--- config.mk ---
export PLATFORM = sky130hd
export DESIGN_NAME = rc4_prga_decrypt_flat
export DESIGN_NICKNAME = d
export VERILOG_FILES = /design/src/rtl/rc4_prga_decrypt_pkg.sv /design/src/rtl/rc4_prga_decrypt_if.sv /design/src/rtl/rc4_prga_decrypt.sv /design/src/flat_wrapper.sv
export SDC_FILE = /design/constraint.sdc
export NUM_CORES = 1
export LEC_CHECK = 0
export ABC_AREA = 1
export CORE_ASPECT_RATIO = 1.5
export CORE_MARGIN = 2
export CORE_UTILIZATION = 45
export DETAILED_ROUTE_END_ITERATION = 12
export PLACE_DENSITY = 0.79
export SLEW_MARGIN = 10
export SYNTH_ARGS = -nofsm -noshare
export SYNTH_HDL_FRONTEND = slang
export SYNTH_SLANG_ARGS = --single-unit
--- constraint.sdc ---
create_clock -name clk -period 1.93 [get_ports clk]
set_clock_uncertainty 0.1 [all_clocks]
set_input_delay 0.386 -clock clk [delete_from_list [all_inputs] [get_ports clk]]
set_output_delay 0.386 -clock clk [all_outputs]
set_load 0.02 [all_outputs]
--- src/rtl/rc4_prga_decrypt_pkg.sv ---
// RC4 PRGA shared definitions: FSM state encoding and the plaintext character-class helper.
package rc4_pkg;

    typedef enum logic [3:0] {
        ST_IDLE   = 4'd0,
        ST_INC_I  = 4'd1,
        ST_RD_SI  = 4'd2,
        ST_LAT_SI = 4'd3,
        ST_RD_SJ  = 4'd4,
        ST_LAT_SJ = 4'd5,
        ST_WR_I   = 4'd6,
        ST_WR_J   = 4'd7,
        ST_RD_F   = 4'd8,
        ST_RD_FW  = 4'd9,
        ST_LAT_F  = 4'd10,
        ST_CHECK  = 4'd11,
        ST_D_REQ  = 4'd12,
        ST_D_WAIT = 4'd13,
        ST_NEXT   = 4'd14,
        ST_END    = 4'd15
    } prga_state_t;

    localparam logic [7:0] CHAR_LO = 8'h61;
    localparam logic [7:0] CHAR_HI = 8'h7A;
    localparam logic [7:0] CHAR_SP = 8'h20;

    // Lower-case letter or space.
    function automatic logic is_plain_char(input logic [7:0] b);
        is_plain_char = ((b >= CHAR_LO) && (b <= CHAR_HI)) || (b == CHAR_SP);
    endfunction

endpackage

--- src/rtl/rc4_prga_decrypt_if.sv ---
// Memory-side bus of the RC4 decrypt stage: S-RAM port, encrypted-message ROM port
// and the D-memory write handshake.
interface rc4_prga_decrypt_if #(
    parameter int MSG_AW = 5
);
    logic [7:0]        s_addr;
    logic [7:0]        s_rdata;
    logic [7:0]        s_wdata;
    logic              s_wren;
    logic [MSG_AW-1:0] e_addr;
    logic [7:0]        e_rdata;
    logic [MSG_AW-1:0] d_addr;
    logic [7:0]        d_wr_data;
    logic              d_wr_start;
    logic              d_wr_done;

    modport master (
        output s_addr, s_wdata, s_wren, e_addr, d_addr, d_wr_data, d_wr_start,
        input  s_rdata, e_rdata, d_wr_done
    );

    modport slave (
        input  s_addr, s_wdata, s_wren, e_addr, d_addr, d_wr_data, d_wr_start,
        output s_rdata, e_rdata, d_wr_done
    );
endinterface

--- src/rtl/rc4_prga_decrypt.sv ---
// RC4 keystream generator and decrypt stage running over an S-RAM already set up by KSA.
// Optional build macro RC4_CHAR_CHECK_EN aborts the pass on a byte that is not 'a'-'z' or space.
module rc4_prga_decrypt
    import rc4_pkg::*;
#(
    parameter int MSG_LEN = 32,
    parameter int MSG_AW  = 5
) (
    input  logic               clk,
    input  logic               nreset,
    input  logic               start,
    output logic               done,
    output logic               fail,
    rc4_prga_decrypt_if.master mem
);

    localparam logic [MSG_AW-1:0] K_LAST = MSG_AW'(MSG_LEN - 1);

    prga_state_t       state_r;
    logic [7:0]        i_r;
    logic [7:0]        j_r;
    logic [MSG_AW-1:0] k_r;
    logic [7:0]        si_r;
    logic [7:0]        sj_r;
    logic [7:0]        dec_r;

    logic [7:0]        s_addr_r;
    logic [7:0]        s_wdata_r;
    logic              s_wren_r;
    logic [MSG_AW-1:0] e_addr_r;
    logic [MSG_AW-1:0] d_addr_r;
    logic [7:0]        d_wr_data_r;
    logic              d_wr_start_r;
    logic              done_r;
`ifdef RC4_CHAR_CHECK_EN
    logic              fail_r;
`endif

    // Bus outputs are set on the transition into the state that presents them, so every
    // memory address is stable for the whole state in which the memory samples it.
    always_ff @(posedge clk) begin
        if (!nreset) begin
            state_r      <= ST_IDLE;
            i_r          <= 8'd0;
            j_r          <= 8'd0;
            k_r          <= '0;
            si_r         <= 8'd0;
            sj_r         <= 8'd0;
            dec_r        <= 8'd0;
            s_addr_r     <= 8'd0;
            s_wdata_r    <= 8'd0;
            s_wren_r     <= 1'b0;
            e_addr_r     <= '0;
            d_addr_r     <= '0;
            d_wr_data_r  <= 8'd0;
            d_wr_start_r <= 1'b0;
            done_r       <= 1'b0;
`ifdef RC4_CHAR_CHECK_EN
            fail_r       <= 1'b0;
`endif
        end else begin
            s_wren_r     <= 1'b0;
            d_wr_start_r <= 1'b0;
            done_r       <= 1'b0;
            case (state_r)
                ST_IDLE: begin
                    if (start) begin
                        i_r     <= 8'd0;
                        j_r     <= 8'd0;
                        k_r     <= '0;
                        state_r <= ST_INC_I;
                    end else begin
                        state_r <= ST_IDLE;
                    end
                end
                ST_INC_I: begin
                    i_r      <= i_r + 8'd1;
                    s_addr_r <= i_r + 8'd1;
                    state_r  <= ST_RD_SI;
                end
                ST_RD_SI: begin
                    state_r <= ST_LAT_SI;
                end
                ST_LAT_SI: begin
                    si_r     <= mem.s_rdata;
                    j_r      <= j_r + mem.s_rdata;
                    s_addr_r <= j_r + mem.s_rdata;
                    state_r  <= ST_RD_SJ;
                end
                ST_RD_SJ: begin
                    state_r <= ST_LAT_SJ;
                end
                ST_LAT_SJ: begin
                    sj_r      <= mem.s_rdata;
                    s_addr_r  <= i_r;
                    s_wdata_r <= mem.s_rdata;
                    s_wren_r  <= 1'b1;
                    state_r   <= ST_WR_I;
                end
                ST_WR_I: begin
                    s_addr_r  <= j_r;
                    s_wdata_r <= si_r;
                    s_wren_r  <= 1'b1;
                    state_r   <= ST_WR_J;
                end
                // The swap does not change si+sj, so the pre-swap copies index f correctly.
                ST_WR_J: begin
                    s_addr_r <= si_r + sj_r;
                    e_addr_r <= k_r;
                    state_r  <= ST_RD_F;
                end
                ST_RD_F: begin
                    state_r <= ST_RD_FW;
                end
                ST_RD_FW: begin
                    state_r <= ST_LAT_F;
                end
                ST_LAT_F: begin
                    dec_r   <= mem.s_rdata ^ mem.e_rdata;
                    state_r <= ST_CHECK;
                end
                ST_CHECK: begin
`ifdef RC4_CHAR_CHECK_EN
                    if (is_plain_char(dec_r)) begin
                        d_wr_start_r <= 1'b1;
                        d_addr_r     <= k_r;
                        d_wr_data_r  <= dec_r;
                        state_r      <= ST_D_REQ;
                    end else begin
                        fail_r  <= 1'b1;
                        done_r  <= 1'b1;
                        state_r <= ST_END;
                    end
`else
                    d_wr_start_r <= 1'b1;
                    d_addr_r     <= k_r;
                    d_wr_data_r  <= dec_r;
                    state_r      <= ST_D_REQ;
`endif
                end
                ST_D_REQ: begin
                    state_r <= ST_D_WAIT;
                end
                ST_D_WAIT: begin
                    if (mem.d_wr_done) begin
                        state_r <= ST_NEXT;
                    end else begin
                        state_r <= ST_D_WAIT;
                    end
                end
                ST_NEXT: begin
                    if (k_r == K_LAST) begin
                        done_r  <= 1'b1;
                        state_r <= ST_END;
                    end else begin
                        k_r     <= k_r + MSG_AW'(1);
                        state_r <= ST_INC_I;
                    end
                end
                ST_END: begin
`ifdef RC4_CHAR_CHECK_EN
                    fail_r  <= 1'b0;
`endif
                    state_r <= ST_IDLE;
                end
                default: begin
                    state_r <= ST_IDLE;
                end
            endcase
        end
    end

    assign mem.s_addr     = s_addr_r;
    assign mem.s_wdata    = s_wdata_r;
    assign mem.s_wren     = s_wren_r;
    assign mem.e_addr     = e_addr_r;
    assign mem.d_addr     = d_addr_r;
    assign mem.d_wr_data  = d_wr_data_r;
    assign mem.d_wr_start = d_wr_start_r;
    assign done           = done_r;
`ifdef RC4_CHAR_CHECK_EN
    assign fail           = fail_r;
`else
    assign fail           = 1'b0;
`endif

endmodule

--- src/flat_wrapper.sv ---
// flat-port wrapper written by rule: the top's interface ports become plain ports
module rc4_prga_decrypt_flat import rc4_pkg::*;
#(
    parameter int MSG_LEN = 32,
    parameter int MSG_AW  = 5
)
  (clk, nreset, start, done, fail, mem_s_addr, mem_s_wdata, mem_s_wren, mem_e_addr, mem_d_addr, mem_d_wr_data, mem_d_wr_start, mem_s_rdata, mem_e_rdata, mem_d_wr_done);
  rc4_prga_decrypt_if #(.MSG_AW(MSG_AW)) mem_i ();
  input  logic clk;
  input  logic nreset;
  input  logic start;
  output logic done;
  output logic fail;
  output wire logic [$bits(mem_i.s_addr)-1:0] mem_s_addr;
  output wire logic [$bits(mem_i.s_wdata)-1:0] mem_s_wdata;
  output wire logic [$bits(mem_i.s_wren)-1:0] mem_s_wren;
  output wire logic [$bits(mem_i.e_addr)-1:0] mem_e_addr;
  output wire logic [$bits(mem_i.d_addr)-1:0] mem_d_addr;
  output wire logic [$bits(mem_i.d_wr_data)-1:0] mem_d_wr_data;
  output wire logic [$bits(mem_i.d_wr_start)-1:0] mem_d_wr_start;
  input wire logic [$bits(mem_i.s_rdata)-1:0] mem_s_rdata;
  input wire logic [$bits(mem_i.e_rdata)-1:0] mem_e_rdata;
  input wire logic [$bits(mem_i.d_wr_done)-1:0] mem_d_wr_done;
  assign mem_s_addr = mem_i.s_addr;
  assign mem_s_wdata = mem_i.s_wdata;
  assign mem_s_wren = mem_i.s_wren;
  assign mem_e_addr = mem_i.e_addr;
  assign mem_d_addr = mem_i.d_addr;
  assign mem_d_wr_data = mem_i.d_wr_data;
  assign mem_d_wr_start = mem_i.d_wr_start;
  assign mem_i.s_rdata = mem_s_rdata;
  assign mem_i.e_rdata = mem_e_rdata;
  assign mem_i.d_wr_done = mem_d_wr_done;
  rc4_prga_decrypt #(.MSG_LEN(MSG_LEN), .MSG_AW(MSG_AW)) u_core (.clk(clk), .nreset(nreset), .start(start), .done(done), .fail(fail), .mem(mem_i));
endmodule
==> impl_metrics.py <==
metrics = {
    "clock_tree": {
        "clk_pin_slew_ps": 60,
        "cts.path.max_buffers": 2,
        "clock_sinks": 86,
        "post_cts_buffers": 0,
        "cts_tree": "yes",
        "numCtsBuffers": 9,
        "cts-htree-levels": 3,
        "insertion_delay_ps": 350,
        "cts-root-buf": "clkbuf_16",
    },
    "placed_design": {
        "place_hpwl_mm": 8.33,
        "pre_cts_ws_ps": -545,
        "placed_cell_area_sq_mm": 0.00508,
        "placedCellCount": 766,
        "routabilityCongestion": 0.867,
        "portBuffers": 56,
    },
    "global_routing": {
        "gr-total-overflow": 0,
        "grt_first_pass_wirelength_mm": 18.6,
        "antenna_found_initial": 0,
        "grt_max_degree": 27,
        "first_global_vias": 4134,
        "track_usage": 0.239,
    },
    "worst_setup_path": {
        "worstSetupStartpointType": "flop",
        "end_kind": "flop",
        "crit_top_cell": "nand3_1",
        "cp.required_ps": 2110,
        "critPathSlowestCell": "fa_2",
        "worst-setup-path-type": "flop to flop",
        "cp_max_fo": 3,
        "crit_chain": "ha_2 > fa_2 > nand4_1 > nand3_1 > nand2_1 > nand3_1 > nand3_1 > nand2_1 > a21oi_2",
        "crit_buf_inv": 0,
        "arrival_ps": 2020,
        "crit_family": "adder cells",
        "cpPeakStageDelay_ps": 440,
    },
    "layout": {
        "n_antenna_cell": 0,
        "nFillCells": 823,
        "design_area_sq_mm": 0.00551,
        "drive_above_1_share": 0.157,
        "utilization": 0.602,
        "most-common-layout-cells": "nand2_1 (137), dfxtp_1 (85), a21oi_1 (64)",
        "finalNonFillerCells": 782,
        "nNetsFinal": 704,
        "area_delta_synth_final_pct": 31.7,
        "layout_commonest_cell": "nand2_1",
    },
    "power_and_ir_drop": {
        "total_power_mw": 5.06,
        "switching_share": 0.327,
        "seq_power_share": 0.404,
        "powerDensity_mw_per_mm2": 918,
        "intPower_mw": 3.40,
        "p_sw_mw": 1.65,
        "power.leakage_nw": 2.28,
        "ir_worst_vdd_mv": 0.601,
        "p_comb_frac": 0.258,
        "clkPwrFrac": 0.338,
    },
    "floorplanning": {
        "die_h_um": 122,
        "start_util": 0.457,
        "dieArea_sq_mm": 0.0101,
        "die_x_um": 82.7,
        "rows": 43,
        "boundaryPins": 58,
        "core_area_sq_mm": 0.00915,
    },
    "timing": {
        "hold_viol_final": 0,
        "setup_tns_ps": 0,
        "min_period_over_period": 0.954,
        "fmax_mhz": 543,
        "period_minus_slack_ps": 1840,
        "fin_ws_ps": 89.0,
        "report.final.slew_viol_count": 0,
        "holdWs_ps": 356,
        "setup_viol": 0,
    },
    "detailed_routing": {
        "drtIter0Drc": 233,
        "ant_nets": 0,
        "route.detailed.drc": 0,
        "drt_pass1_iterations": 5,
        "wl_mm": 11.4,
        "avgViaCountPerCell": 5.34,
        "dr_total_vias": 4175,
        "wl_per_cell_um": 14.6,
    },
    "synthesis": {
        "netlist_area_sq_mm": 0.00418,
        "yosysSeqAreaShare": 0.412,
        "synthCells": 582,
        "postSynthAreaPerCell_sq_um": 7.19,
        "synth.distinct_cells": 35,
        "yosys_warnings": 0,
        "synth_seq_cells": 86,
        "synth_nets": 621,
    },
    "worst_hold_path": {
        "hold_class": "flop to flop",
    },
    "status": {
        "status": "finished clean",
    },
    "run": {
        "maxCapViolations": 0,
    },
}
-- cell type report --
| type | count | area, sq um | area share |
|---|---|---|---|
| tap | 112 | 140 | 0.0254 |
| timing repair buffer | 90 | 847 | 0.154 |
| clock buffer | 12 | 267 | 0.0484 |
| multi-input combinational | 419 | 2280 | 0.414 |
| inverter | 59 | 221 | 0.0402 |
| sequential | 86 | 1720 | 0.313 |
| clock inverter | 4 | 28.8 | 0.00522 |
-- logic make-up after synthesis --
group                      count (synthesis)  synth area share
buffers and inverters                     77            0.0739
other                                      1          0.000897
DFF                                       86             0.412
and+or+nand+nor                          248             0.249
xor gates and xnor gates                  16            0.0335
adders and majority gates                 19            0.0604
AOI/OAI and AO/OA                        135             0.171
-- worst reg2reg max path: stages (launching register included) --
cell,delay [ps]
dfxtp_1,330
ha_2,220
fa_2,440
nand4_1,120
nand3_1,90
nand2_1,80
nand3_1,100
nand3_1,100
nand2_1,90
a21oi_2,120
-- Yosys cell counts, drive strengths merged --
master | instances | area, sq um
ha | 17 | 213
and3 | 1 | 6.26
nor2 | 60 | 255
a31oi | 9 | 56.3
nand4 | 4 | 25.0
o211ai | 1 | 7.51
xor2 | 12 | 105
or2 | 4 | 25.0
a21oi | 68 | 344
nand3b | 3 | 22.5
nand3 | 27 | 135
nor3 | 4 | 20.0
xnor2 | 4 | 35.0
o2111ai | 1 | 8.76
dfxtp | 86 | 1720
fa | 2 | 40.0
a211oi | 1 | 7.51
o21bai | 3 | 22.5
clkbuf | 8 | 30.0
nand2 | 145 | 552
conb | 1 | 3.75
clkinv | 1 | 3.75
o21ai | 51 | 259
buf | 10 | 57.6
a41oi | 1 | 8.76
inv | 58 | 218
-- per-layer routing --
metal  GRT usage  up-vias  share of wire
met3      0.0326       33          0.043
met1       0.256     1954           0.39
met4       0.131        0          0.041
li1            -     2062              -
met5           0        -              0
met2       0.436      126           0.53
-- repair_timing --
| item | in CTS | in global routing |
|---|---|---|
| setup endpoints to repair | 7 | 6 |
| resized for setup | 7 | 24 |
| pin swaps | 2 | 9 |
| hold buffers | 0 | 0 |
-- power groups by stage --
| stage | Clock [mW] | Sequential (mW) | Combinational (mW) |
|---|---|---|---|
| global route | 1.78 | 2.06 | 1.43 |
| CTS | 1.71 | 2.03 | 1.26 |
| floorplan | 0 | 2.10 | 0.741 |
| detailed placement | 0 | 2.07 | 1.24 |
| finish | 1.71 | 2.04 | 1.30 |
| global placement | 0 | 2.07 | 1.22 |
-- path summary, 6_finish.rpt --
kind / start / endpoint / slack [ps] / cells after the start
max: u_core.sj_r[0]$_SDFFE_PN0P_ / u_core.mem.s_addr[6]$_SDFFE_PN0P_ / 90 / 9
min: u_core.dec_r[6]$_SDFFE_PN0P_ / u_core.mem.d_wr_data[6]$_SDFFE_PN0P_ / 360 / 2
max reg2reg: u_core.sj_r[0]$_SDFFE_PN0P_ / u_core.mem.s_addr[6]$_SDFFE_PN0P_ / 90 / 9
min reg2reg: u_core.dec_r[6]$_SDFFE_PN0P_ / u_core.mem.d_wr_data[6]$_SDFFE_PN0P_ / 360 / 2
-- flip-flops by register name, summed over array words and instances (netlist names), 8 cells and up --
signal,count
u_core.mem.d_wr_data,8
u_core.j_r,8
u_core.mem.s_addr,8
u_core.dec_r,8
u_core.mem.s_wdata,8
u_core.si_r,8
u_core.i_r,8
u_core.sj_r,8
(Power assumes the default switching activity.)
